### config.mk
export PLATFORM = sky130hd
export DESIGN_NAME = bit_serializer_flat
export DESIGN_NICKNAME = d
export VERILOG_FILES = /design/src/rtl/bit_serializer_if.sv /design/src/rtl/bit_serializer.sv /design/src/flat_wrapper.sv
export SDC_FILE = /design/constraint.sdc
export NUM_CORES = 1
export LEC_CHECK = 0
export ABC_AREA = 1
export CORE_MARGIN = 2
export CORE_UTILIZATION = 25
export CTS_CLUSTER_DIAMETER = 150
export CTS_CLUSTER_SIZE = 8
export DETAILED_ROUTE_END_ITERATION = 16
export GPL_TIMING_DRIVEN = 0
export PLACE_DENSITY = 0.5
export SETUP_SLACK_MARGIN = 0.3
export SLEW_MARGIN = 20
export SYNTH_ARGS = -nofsm -noshare
export SYNTH_HDL_FRONTEND = slang
export SYNTH_SLANG_ARGS = --single-unit
### constraint.sdc
create_clock -name clk -period 1.6 [get_ports clk]
set_input_delay 0.24 -clock clk [delete_from_list [all_inputs] [get_ports clk]]
set_output_delay 0.24 -clock clk [all_outputs]
set_load 0.01 [all_outputs]
### src/rtl/bit_serializer_if.sv
// Handshake and serial-output bundle for bit_serializer.
// master: upstream word producer / serial consumer side; slave: the serializer.
interface bit_serializer_if #(
    parameter int WIDTH = 8
);
    logic [WIDTH-1:0] data_in;
    logic             data_valid;
    logic             data_ready;
    logic             serial_out;
    logic             serial_valid;
    logic             word_done;

    modport master (
        output data_in,
        output data_valid,
        input  data_ready,
        input  serial_out,
        input  serial_valid,
        input  word_done
    );

    modport slave (
        input  data_in,
        input  data_valid,
        output data_ready,
        output serial_out,
        output serial_valid,
        output word_done
    );
endinterface

### src/rtl/bit_serializer.sv
// Parallel-to-serial converter: accepts a WIDTH-bit word on a valid/ready
// handshake and emits it one bit per cycle, MSB or LSB first, followed by
// GAP idle cycles. Serial outputs are registered; data_ready is decoded from
// state and counters only.
module bit_serializer #(
    parameter int WIDTH     = 8,
    parameter bit MSB_FIRST = 1'b1,
    parameter int GAP       = 0
) (
    input  logic            clk,
    input  logic            rst,
    bit_serializer_if.slave bus
);
    localparam int            CW       = (WIDTH > 1) ? $clog2(WIDTH) : 1;
    localparam logic [CW-1:0] LAST_BIT = CW'(WIDTH - 1);
    localparam logic [CW-1:0] PRE_LAST = CW'(WIDTH - 2);
    localparam logic [3:0]    LAST_GAP = (GAP > 0) ? 4'(GAP - 1) : 4'd0;

    typedef enum logic [1:0] {
        S_IDLE,
        S_SHIFT,
        S_GAP
    } state_t;

    state_t           r_state;
    logic [WIDTH-1:0] r_shift;
    logic [CW-1:0]    r_bit_cnt;
    logic [3:0]       r_gap_cnt;
    logic             r_serial_out;
    logic             r_serial_valid;
    logic             r_word_done;

    logic             w_ready;
    logic             w_xfer;
    logic             w_last_bit;
    logic             w_first_bit;
    logic             w_next_bit;
    logic [WIDTH-1:0] w_shift_next;

    assign w_last_bit = (r_bit_cnt == LAST_BIT);
    assign w_xfer     = bus.data_valid && w_ready;

    // The first bit is taken straight from data_in so it appears the cycle
    // after the transfer; the register then holds the word and is shifted so
    // that the upcoming bit always sits next to the end being emitted.
    assign w_first_bit  = MSB_FIRST ? bus.data_in[WIDTH-1] : bus.data_in[0];
    assign w_next_bit   = MSB_FIRST ? r_shift[WIDTH-2] : r_shift[1];
    assign w_shift_next = MSB_FIRST ? {r_shift[WIDTH-2:0], 1'b0}
                                    : {1'b0, r_shift[WIDTH-1:1]};

    // Ready decode from state and counters; forced low while reset is held.
    always_comb begin
        w_ready = 1'b0;
        case (r_state)
            S_IDLE:  w_ready = 1'b1;
            S_SHIFT: w_ready = (GAP == 0) && w_last_bit;
            S_GAP:   w_ready = (r_gap_cnt == LAST_GAP);
            default: w_ready = 1'b0;
        endcase
        if (rst) begin
            w_ready = 1'b0;
        end
    end

    // Serializer FSM with registered serial outputs.
    always_ff @(posedge clk or posedge rst) begin
        if (rst) begin
            r_state        <= S_IDLE;
            r_shift        <= '0;
            r_bit_cnt      <= '0;
            r_gap_cnt      <= '0;
            r_serial_out   <= 1'b0;
            r_serial_valid <= 1'b0;
            r_word_done    <= 1'b0;
        end else if (w_xfer) begin
            // Transfers only happen in IDLE, the last SHIFT bit (GAP=0) or
            // the final GAP cycle, so one load path serves all three.
            r_state        <= S_SHIFT;
            r_shift        <= bus.data_in;
            r_bit_cnt      <= '0;
            r_gap_cnt      <= '0;
            r_serial_out   <= w_first_bit;
            r_serial_valid <= 1'b1;
            r_word_done    <= 1'b0;
        end else begin
            case (r_state)
                S_IDLE: begin
                    r_serial_out   <= 1'b0;
                    r_serial_valid <= 1'b0;
                    r_word_done    <= 1'b0;
                end
                S_SHIFT: begin
                    if (!w_last_bit) begin
                        r_bit_cnt      <= r_bit_cnt + 1'b1;
                        r_shift        <= w_shift_next;
                        r_serial_out   <= w_next_bit;
                        r_serial_valid <= 1'b1;
                        r_word_done    <= (r_bit_cnt == PRE_LAST);
                    end else begin
                        r_bit_cnt      <= '0;
                        r_gap_cnt      <= '0;
                        r_serial_out   <= 1'b0;
                        r_serial_valid <= 1'b0;
                        r_word_done    <= 1'b0;
                        r_state        <= (GAP > 0) ? S_GAP : S_IDLE;
                    end
                end
                S_GAP: begin
                    r_serial_out   <= 1'b0;
                    r_serial_valid <= 1'b0;
                    r_word_done    <= 1'b0;
                    if (r_gap_cnt == LAST_GAP) begin
                        r_gap_cnt <= '0;
                        r_state   <= S_IDLE;
                    end else begin
                        r_gap_cnt <= r_gap_cnt + 1'b1;
                    end
                end
                default: begin
                    r_state        <= S_IDLE;
                    r_bit_cnt      <= '0;
                    r_gap_cnt      <= '0;
                    r_serial_out   <= 1'b0;
                    r_serial_valid <= 1'b0;
                    r_word_done    <= 1'b0;
                end
            endcase
        end
    end

    assign bus.data_ready   = w_ready;
    assign bus.serial_out   = r_serial_out;
    assign bus.serial_valid = r_serial_valid;
    assign bus.word_done    = r_word_done;

endmodule

### src/flat_wrapper.sv
// flat-port wrapper written by rule: the top's interface ports become plain ports
module bit_serializer_flat 
#(
    parameter int WIDTH     = 8,
    parameter bit MSB_FIRST = 1'b1,
    parameter int GAP       = 0
)
  (clk, rst, bus_data_in, bus_data_valid, bus_data_ready, bus_serial_out, bus_serial_valid, bus_word_done);
  bit_serializer_if #(.WIDTH(WIDTH)) bus_i ();
  input  logic clk;
  input  logic rst;
  input wire logic [$bits(bus_i.data_in)-1:0] bus_data_in;
  input wire logic [$bits(bus_i.data_valid)-1:0] bus_data_valid;
  output wire logic [$bits(bus_i.data_ready)-1:0] bus_data_ready;
  output wire logic [$bits(bus_i.serial_out)-1:0] bus_serial_out;
  output wire logic [$bits(bus_i.serial_valid)-1:0] bus_serial_valid;
  output wire logic [$bits(bus_i.word_done)-1:0] bus_word_done;
  assign bus_i.data_in = bus_data_in;
  assign bus_i.data_valid = bus_data_valid;
  assign bus_data_ready = bus_i.data_ready;
  assign bus_serial_out = bus_i.serial_out;
  assign bus_serial_valid = bus_i.serial_valid;
  assign bus_word_done = bus_i.word_done;
  bit_serializer #(.WIDTH(WIDTH), .MSB_FIRST(MSB_FIRST), .GAP(GAP)) u_core (.clk(clk), .rst(rst), .bus(bus_i));
endmodule
==> impl_results.md <==
- Row Count: 19
- Classification of the worst setup path: flip-flop to primary output
- Top cell family by delay on the critical path: flip-flops
- Die area: between 0.003 and 0.004 mm2
- Crit. End Element: primary output
- CP startpoint kind: flip-flop
- Critical-path maximum fanout: 2
- Drt total wl: 1870 um
- CTS Sinks: 14
- Placed Instances: 119
- Area delta synth->final: 63.7%
- Die width: 57.1 um
- RePlAce Congestion: ~0.76
- Gr usage total: 0.126
- Compound-cell area share of the yosys netlist: 0.0780
- Run status: completed
- Clk root buf: clkbuf_4
- Max Clk Rate: 626 MHz
- Yosys synthesis warning count: 0
- Vias in the first global route: between 600 and 700
- Post-Synthesis Cells: 76
- Initial core utilization: 0.260
- Netlist Area Pre-Place: a little over 700 um2
- Post-Synth Adder-Cell Area: 0.0532
- Mux share of post-synthesis cell area: 0
- Crit path cell chain: ha_2, ha_4, nor2_4, nor2_2, buf_2
- Final hold violations: 0
- Via density: ~4.7
- Total core area: around 0.0027 mm2
- First-pass detailed-route iteration total: 4
- Post-route minimum period: 1.60 ns
- H-Tree Level Count: 1
- Worst-case clock buffer depth: 2
- Vert. Die Dim: ~57 um
- Initial antenna violation count: 0
- Final Cell Area: 0.00115 mm2
- CP Data Required Time: between 1 and 1.5 ns
- Max_slew headroom: 0.553
- Main combinational cell family by area after synthesis: simple AND/OR/NAND/NOR gates
- Global-route wire length before repair: 3140 um
- Total negative slack: 0 ns
- Syn nets: 90
- Critical Path Max Stage Delay: approximately 0.4 ns
- Clk pin slew, worst setup/hold paths: around 0.090 ns
- Distinct cells, synth: 17
- PwrDens: between 1500 and 2000 mW/mm2
- HPWL Detailed: ~1000 um
- Syn avg cell area: 9.29 um2
- Layout cells sized above 1: 0.472
- Post-DP Area: approximately 870 um2
- Finished Layout Cells: 137
- Via count: ~650
- Hold Worst Slack: about 0.28 ns
- DRC errors left: 0
- Crit share post-route: 0.998
- DR iter-0 viols: 6
- Worst Path Arrival: 1.36 ns
- I/O pin cnt: 15
- Skew-Pair Late Insertion Delay: between 0.2 and 0.3 ns
- Post-layout util: 0.426
- Antenna viol nets, final: 0
- WL per Instance: roughly 14 um
- RSZ-0062 raised after global routing: true
- N_diodes: 0
- Hold Crit Class: input port to flip-flop
- Skew final: between 0.0015 and 0.002 ns
- Port Buf Inserts: 12
- FF+latch count, synth: 14
- Max Slew Vio Count: 0
- Grt ovf: 0
- TritonCTS clock tree: yes
- Setup violators final: 0
- Layout net count: around 120
- Worst Tran Pin Value: ~0.67 ns
- Buf/Inv on CP: 1
- Sequential area share after synthesis: 0.496
- Crit path max-delay cell type: dfrtp_1
- Synth Area in Simple Gates: 0.285
- Worst ir drop on vdd: 0.921 mV
- CTS Buf Count: 3
- Largest net degree at the start of global routing: 15
- Pleak: 0.598 nW
- Maximum capacitance violations: 0
- Synth Area in XOR/XNOR: 0
cells in the mapped netlist:
master | count | area [um2]
buf_6 | 2 | 22.5
nand2_1 | 19 | 71.3
nand2_4 | 1 | 11.3
nor2_1 | 1 | 3.75
nand3_1 | 8 | 40.0
ha_1 | 3 | 37.5
o21ai_0 | 1 | 5.00
inv_2 | 2 | 7.51
nand3_2 | 2 | 20.0
nor2_4 | 1 | 11.3
o21ai_1 | 1 | 5.00
nor2_2 | 1 | 6.26
nand4_1 | 6 | 37.5
dfrtp_1 | 14 | 350
inv_1 | 7 | 26.3
buf_2 | 1 | 5.00
o211ai_1 | 6 | 45.0
report_power, final:
| group | internal, mW | leakage, nW | switching [mW] | total [mW] |
|---|---|---|---|---|
| registers | 0.495 | 0.178 | 0.123 | 0.618 |
| clock network | 0.139 | 0.0210 | 0.121 | 0.259 |
| logic | 0.652 | 0.399 | 0.551 | 1.20 |
| total | 1.29 | 0.598 | 0.795 | 2.08 |
registers in the layout, summed over array words and instances (netlist names):
signal and count:
u_core.r_shift 7, u_core.r_bit_cnt 3, u_core.bus.serial_out 1, u_core.bus.serial_valid 1, u_core.bus.word_done 1, u_core.r_state 1
final cells by class:
cell class | instances | area, um2
Buffer | 3 | 27.5
Clock buffer | 4 | 36.3
Fill cell | 269 | 1560
Inverter | 9 | 33.8
Multi-Input combinational cell | 50 | 409
Sequential cell | 14 | 350
Tap cell | 31 | 38.8
Timing Repair Buffer | 26 | 259
stage by stage:
| stage | total power [mW] | setup slack [ns] |
|---|---|---|
| after global routing | 2.24 | -0.0538 |
| after global placement | 1.20 | -0.195 |
| after detailed placement | 1.20 | -0.199 |
| after floorplan | 1.01 | 0.302 |
| final | 2.08 | 0.00303 |
| after CTS | 1.82 | 0.00882 |
worst register-to-register path, cell delays in order (launching register included):
cell and delay (ns):
dfrtp_1 0.40, ha_2 0.21, ha_4 0.18, nor2_4 0.10
buf_4 0.11, buf_4 0.09, buf_6 0.09, buf_12 0.13
nand2_1 0.06, o21ai_1 0.07
final timing paths:
check                               startpoint                    end  slack (ns)  cells after the start
max                        u_core.r_bit_cnt[0]         bus_data_ready       0.003                      5
min                                        rst      u_core.r_shift[2]        0.28                      3
max reg2reg                u_core.r_bit_cnt[0]  u_core.bus.serial_out        0.08                      9
min reg2reg                  u_core.r_shift[6]  u_core.bus.serial_out        0.54                      2
max in group asynchronous                  rst    u_core.r_bit_cnt[2]        0.44                      3
min in group asynchronous                  rst      u_core.r_shift[3]        0.74                      3
logic make-up (layout without fill, tap and decap cells):
family                     after synthesis  in the layout
AOI/OAI and AO/OA                        8              8
buffers and inverters                   12             42
and+or+nand+nor                         39             39
DFF                                     14             14
adders and majority gates                3              3
cell usage in the layout, fill, tap and decap left out, types with 4 or more instances in the layout:
master,count
buf_4,7
buf_6,6
clkdlybuf4s50_1,8
dfrtp_1,14
inv_1,4
inv_2,5
nand2_1,10
nand2_4,7
nand3_2,9
nand4_1,6
o211ai_1,6
layer usage:
layer  vias to the layer above  track usage  wire length, um
li1                        318            -                -
met1                       308        0.162              806
met2                        18        0.202              948
met3                         4       0.0408               84
met4                         0       0.0399               30
met5                         -            0                0
timing repair:
action | 4_1_cts | 5_1_grt
cloned | 1 | 0
gates resized for setup | 22 | 22
endpoints found under the hold margin | 14 | 0
buffers inserted | 11 | 1
pin swaps | 3 | 4
hold buffers | 1 | 0
setup endpoints to repair | 17 | 15
No activity file was read; power rests on OpenSTA's default activity.
